**config.mk**
```make
export PLATFORM = sky130hd
export DESIGN_NAME = conv_window_sequencer
export DESIGN_NICKNAME = d
export VERILOG_FILES = /design/src/rtl/conv_window_sequencer.sv
export SDC_FILE = /design/constraint.sdc
export NUM_CORES = 1
export LEC_CHECK = 0
export CORE_MARGIN = 5
export CORE_UTILIZATION = 50
export CTS_CLUSTER_SIZE = 30
export DETAILED_ROUTE_END_ITERATION = 16
export PLACE_DENSITY = 0.76
export SETUP_SLACK_MARGIN = 0.05
export SLEW_MARGIN = 20
export SYNTH_ARGS = -nofsm -noshare
export SYNTH_HDL_FRONTEND = slang
export SYNTH_SLANG_ARGS = --single-unit
export TNS_END_PERCENT = 5
```
**constraint.sdc**
```tcl
create_clock -name clock -period 3.8 [get_ports clock]
set_input_delay 0.95 -clock clock [delete_from_list [all_inputs] [get_ports clock]]
set_output_delay 0.95 -clock clock [all_outputs]
set_load 0.05 [all_outputs]
```
**src/rtl/conv_window_sequencer.sv**
```systemverilog
// Control sequencer for a multi-channel, stride-aware sliding-window convolution
// over a row shift buffer, with tree-latency-matched valid/done flags.
module conv_window_sequencer #(
    parameter int IMG_W         = 6,
    parameter int IMG_H         = 4,
    parameter int K_W           = 3,
    parameter int K_H           = 3,
    parameter int STRIDE        = 1,
    parameter int NUM_CH        = 2,
    parameter int MA_TREE_DEPTH = 4,
    parameter int CNT_BW        = 16,
    parameter int CH_BW         = 1
) (
    input  logic              clock,
    input  logic              reset,
    input  logic              start,
    input  logic              in_valid,
    output logic              busy,
    output logic              shift_en,
    output logic              shift_row_up,
    output logic              window_valid,
    output logic              out_valid,
    output logic [CH_BW-1:0]  channel_sel,
    output logic [CNT_BW-1:0] row_idx,
    output logic [CNT_BW-1:0] col_idx,
    output logic              conv_done
);

    localparam int ROW_MAX = IMG_H - K_H + 1;
    localparam int PH_BW   = (STRIDE > 1) ? $clog2(STRIDE) : 1;
    localparam int DR_BW   = (MA_TREE_DEPTH > 1) ? $clog2(MA_TREE_DEPTH) : 1;

    localparam logic [CNT_BW-1:0] COL_LAST = CNT_BW'(IMG_W - 1);
    localparam logic [CNT_BW-1:0] COL_WIN  = CNT_BW'(K_W - 1);
    localparam logic [CNT_BW-1:0] ROW_LAST = CNT_BW'(ROW_MAX - 1);
    localparam logic [CH_BW-1:0]  CH_LAST  = CH_BW'(NUM_CH - 1);
    localparam logic [PH_BW-1:0]  PH_LAST  = PH_BW'(STRIDE - 1);
    localparam logic [DR_BW-1:0]  DR_LAST  = DR_BW'(MA_TREE_DEPTH - 1);

    typedef enum logic [1:0] {
        IDLE  = 2'd0,
        RUN   = 2'd1,
        DRAIN = 2'd2
    } state_t;

    state_t                   state, state_nxt;
    logic [CNT_BW-1:0]        col, col_nxt;
    logic [CNT_BW-1:0]        row, row_nxt;
    logic [CH_BW-1:0]         ch, ch_nxt;
    logic [PH_BW-1:0]         col_ph, col_ph_nxt;
    logic [PH_BW-1:0]         row_ph, row_ph_nxt;
    logic [DR_BW-1:0]         drain_cnt, drain_nxt;
    logic                     done_pre;
    logic                     col_in_win;
    logic [MA_TREE_DEPTH-1:0] win_pipe;
    logic [MA_TREE_DEPTH-1:0] done_pipe;

    // Written as == / > so a K_W of 1 does not produce an always-true unsigned compare.
    assign col_in_win = (col == COL_WIN) || (col > COL_WIN);

    always_comb begin
        state_nxt    = state;
        col_nxt      = col;
        row_nxt      = row;
        ch_nxt       = ch;
        col_ph_nxt   = col_ph;
        row_ph_nxt   = row_ph;
        drain_nxt    = drain_cnt;
        shift_en     = 1'b0;
        shift_row_up = 1'b0;
        window_valid = 1'b0;
        done_pre     = 1'b0;
        unique case (state)
            IDLE: begin
                if (start) begin
                    state_nxt  = RUN;
                    col_nxt    = '0;
                    row_nxt    = '0;
                    ch_nxt     = '0;
                    col_ph_nxt = '0;
                    row_ph_nxt = '0;
                    drain_nxt  = '0;
                end
            end
            RUN: begin
                if (in_valid) begin
                    shift_en     = 1'b1;
                    window_valid = col_in_win && (col_ph == '0) && (row_ph == '0);
                    if (col_in_win) begin
                        col_ph_nxt = (col_ph == PH_LAST) ? '0 : col_ph + 1'b1;
                    end
                    if (col == COL_LAST) begin
                        shift_row_up = 1'b1;
                        col_nxt      = '0;
                        col_ph_nxt   = '0;
                        row_ph_nxt   = (row_ph == PH_LAST) ? '0 : row_ph + 1'b1;
                        if (row == ROW_LAST) begin
                            row_nxt    = '0;
                            row_ph_nxt = '0;
                            if (ch == CH_LAST) begin
                                // Final advance of the frame: counters are already back at 0.
                                state_nxt = DRAIN;
                                ch_nxt    = '0;
                                done_pre  = 1'b1;
                            end else begin
                                ch_nxt = ch + 1'b1;
                            end
                        end else begin
                            row_nxt = row + 1'b1;
                        end
                    end else begin
                        col_nxt = col + 1'b1;
                    end
                end
            end
            DRAIN: begin
                if (drain_cnt == DR_LAST) begin
                    state_nxt = IDLE;
                    drain_nxt = '0;
                end else begin
                    drain_nxt = drain_cnt + 1'b1;
                end
            end
            default: state_nxt = IDLE;
        endcase
    end

    always_ff @(posedge clock or negedge reset) begin
        if (!reset) begin
            state     <= IDLE;
            col       <= '0;
            row       <= '0;
            ch        <= '0;
            col_ph    <= '0;
            row_ph    <= '0;
            drain_cnt <= '0;
        end else begin
            state     <= state_nxt;
            col       <= col_nxt;
            row       <= row_nxt;
            ch        <= ch_nxt;
            col_ph    <= col_ph_nxt;
            row_ph    <= row_ph_nxt;
            drain_cnt <= drain_nxt;
        end
    end

    // Tree-latency delay lines: free-running, they keep shifting through stalls.
    always_ff @(posedge clock or negedge reset) begin
        if (!reset) begin
            win_pipe  <= '0;
            done_pipe <= '0;
        end else begin
            win_pipe[0]  <= window_valid;
            done_pipe[0] <= done_pre;
            for (int i = 1; i < MA_TREE_DEPTH; i++) begin
                win_pipe[i]  <= win_pipe[i-1];
                done_pipe[i] <= done_pipe[i-1];
            end
        end
    end

    assign busy        = (state != IDLE);
    assign out_valid   = win_pipe[MA_TREE_DEPTH-1];
    assign conv_done   = done_pipe[MA_TREE_DEPTH-1];
    assign channel_sel = ch;
    assign row_idx     = row;
    assign col_idx     = col;

endmodule

```
==> flow_summary.yaml <==
logic_synthesis:
  synth_edf_count: 0
  ys_seq_area_share_pct: 46.0
  post_synth.cell_area_avg_um2: 9.30
  synth_cell_types: 44
  synthArstFlopShare_pct: 100
  ys_top_cells_by_area: "dfrtp_1, nand4_1, nor4_1, ha_1, nand2_1"
  yosys_register_bits: 45
  synth_fp_nets: 273
  synth_area_um2: 2450
  ys.flop_type: "dfrtp_1"
  synth_top_cell_area_share_pct: 46.0
  syn_inst: 263
  yosys_warnings: 0
  yosysTopAreaCell: "dfrtp_1"
place:
  dp_slack_ns: 0.500
  place_hpwl_um: 4410
  dp_cells: 362
  port_buffers: 42
  gp_congestion: 0.891
route:
  vias: 2298
  ant_nets: 0
  drc: 0
  viasPerCell: 6.21
  wl_per_cell_um: 17.0
  routed_wl_um: 6290
  drtIter0Drc: 217
  dr.pass1.iters: 4
sta:
  fin_crit_ns: 3.30
  slew_headroom_pct: 50.2
  hold-worst-slack_ns: 0.355
  rsz0062_at_grt: "false"
  worstMarginPinSlew_ns: 0.738
  maxSlewViolCount: 0
  clock_skew_ns: 0.00725
  fin_ws_ns: 0.502
  period_share_pct: 86.8
  fmax_mhz: 303
  setup_viol: 0
  fin_setup_tns_ns: 0
  hold_viol: 0
worst_hold_path:
  min-delay-start: "win_pipe[0]"
  hold_path_class: "reg -> reg"
  hold_depth: 0
  min_to: "win_pipe[1]"
cells_and_area:
  area_growth_pct: 24.6
  antennaDiodeCount: 0
  fin_util_pct: 64.5
  drive_gt1_share_pct: 6.60
  layout.cells.non_filler: 370
  nets: 312
global_routing:
  first_global_vias: 2180
  grt_usage_pct: 21.7
  grt_max_degree: 46
  grt_pass1_wl_um: 10800
  grt-ovfl-total: 0
  grt_antenna_before_repair: 0
clocking:
  htree_levels: 2
  clock_latency_ns: 0.31
  ctsResizeCount: 0
  cts_tree: "yes"
  cts_buffers: 5
  clk_pin_slew_ns: 0.09
  cts_setup_buffers: 0
  cts_sinks: 45
  clockBufferDepth: 2
  postCtsHoldBufs: 0
  clock-root-buffer: "clkbuf_8"
floorplan:
  dieArea_um2: 6390
  ioPinCount: 43
  die_x_um: 79.9
  core_um2: 4720
  rows: 25
  start_util_pct: 51.8
  die_y_um: 79.9
outcome:
  status: "finished, final reports clean"
power_and_ir_drop:
  ir_drop_uv: 353
  power_density_nw_per_um2: 431
  seq_power_share_pct: 46.3
  intPower_mw: 0.790
  power.switching_mw: 0.522
  combPwrFrac_pct: 29.5
  p_clk_share_pct: 24.1
  leakagePower_nw: 1.26
  swShare_pct: 39.8
worst_setup_path:
  r2r_start: "state[0]"
  critPathMaxFanout: 10
  r2r_slack_ns: 1.46
  slowest_delay_ns: 0.53
  critPathLaunchType: "input port"
  reg2reg_depth: 4
  worst_setup_path_end_kind: "output pin"
  reg2reg_to: "col_idx[14]"
  cpMaxStageDelayCell: "clkdlybuf4s50_1"
  cp_data_required_time_ns: 2.85
  crit_chain: "clkdlybuf4s50_1 -> nand3b_1 -> nor2_1 -> buf_12"
  critical_path_class: "in -> out"
  crit_arrival_ns: 2.35
flow_run:
  drv_cap: 0
cells in the mapped netlist, drive strengths merged, types with 4 or more instances:
library cell and n:
nand4 19, dfrtp 45, or4 6, nand2 19, nor4 16, buf 4, nand3 12, and4 5
ha 6, clkbuf 11, a21oi 13, nor3 4, a41oi 4, inv 15, nand3b 5, o21ai 9
o211ai 5, or3 5, o31ai 8, nor2 14
kinds of logic after synthesis:
kind of cell,count (synthesis),share of synthesized area (%)
mux,4,1.69
compound gates,58,16.3
flops,45,46.0
simple gates,115,26.5
buf+inv,31,5.01
xor+xnor,4,1.43
fa+ha+maj,6,3.07
critical path, delay by kind of cell:
| kind | cells | cell delay (ns) |
|---|---|---|
| buf+inv | 2 | 0.71 |
| simple gates | 2 | 0.69 |
final cells by class:
class / instances / area, um2
clock buffer: 5 / 68.8
clock inverter: 3 / 25.0
fill: 380 / 1680
inverter: 16 / 60.1
multi-input combinational: 187 / 1200
sequential: 45 / 1130
tap: 67 / 83.8
timing repair buffer: 47 / 485
how the worst max path moves through the flow:
stage	from	end	slack (ns)	depth (start not counted)
after floorplan	col_idx[0]	shift_row_up	0.66	5
after global placement	in_valid	window_valid	0.51	4
after detailed placement	in_valid	window_valid	0.50	4
after CTS	in_valid	window_valid	0.50	4
after global routing	in_valid	window_valid	0.44	4
final	in_valid	window_valid	0.50	4
cell usage in the layout (no fill, tap or decap), types with 2 or more instances in the layout:
cell type and instances:
a21oi_1 13, o22ai_1 2, and4_1 5, buf_4 6, nor3_1 4, or3_1 5
o31ai_1 8, nand3_1 12, xnor2_1 3, ha_1 6, nor4_1 16, nor2_1 14
inv_6 2, and3_1 3, nand4_1 19, a41oi_1 4, or4_1 6, o21ai_0 9
and2_1 3, buf_12 3, a31oi_1 3, clkdlybuf4s50_1 38, a221oi_1 3, o2bb2ai_1 3
clkbuf_8 5, o211ai_1 5, dfrtp_1 45, inv_1 15, a32o_1 2, mux2i_1 3
nand3b_1 5, nand2_1 19
power by group through the flow:
stage	Sequential (mW)	Combinational [mW]	Clock [mW]
3_5_place_dp	0.615	0.389	0
5_1_grt	0.619	0.414	0.349
2_1_floorplan	0.746	0.106	0
3_3_place_gp	0.614	0.380	0
6_report	0.608	0.388	0.317
4_1_cts	0.605	0.390	0.323
metal layers:
| metal | routed length [um] | vias to the layer above | track usage [%] |
|---|---|---|---|
| met5 | 0 | - | 0 |
| met4 | 93 | 0 | 7.09 |
| met3 | 448 | 8 | 4.51 |
| met2 | 2950 | 86 | 33.1 |
| met1 | 2800 | 1120 | 30.5 |
| li1 | - | 1084 | - |
flip-flops by register name, indices dropped and copies added, names as in the netlist:
register / flops
win_pipe: 4
done_pipe: 4
row_idx: 16
channel_sel: 1
drain_cnt: 2
state: 2
col_idx: 16
per-stage QoR:
stage / power, mW / cell area [um2]
floorplan: 0.852 / 2450
global placement: 0.994 / 2950
detailed placement: 1.00 / 2950
CTS: 1.32 / 3040
global route: 1.38 / 3050
finish: 1.31 / 3050
No activity file was read; power rests on OpenSTA's default activity.
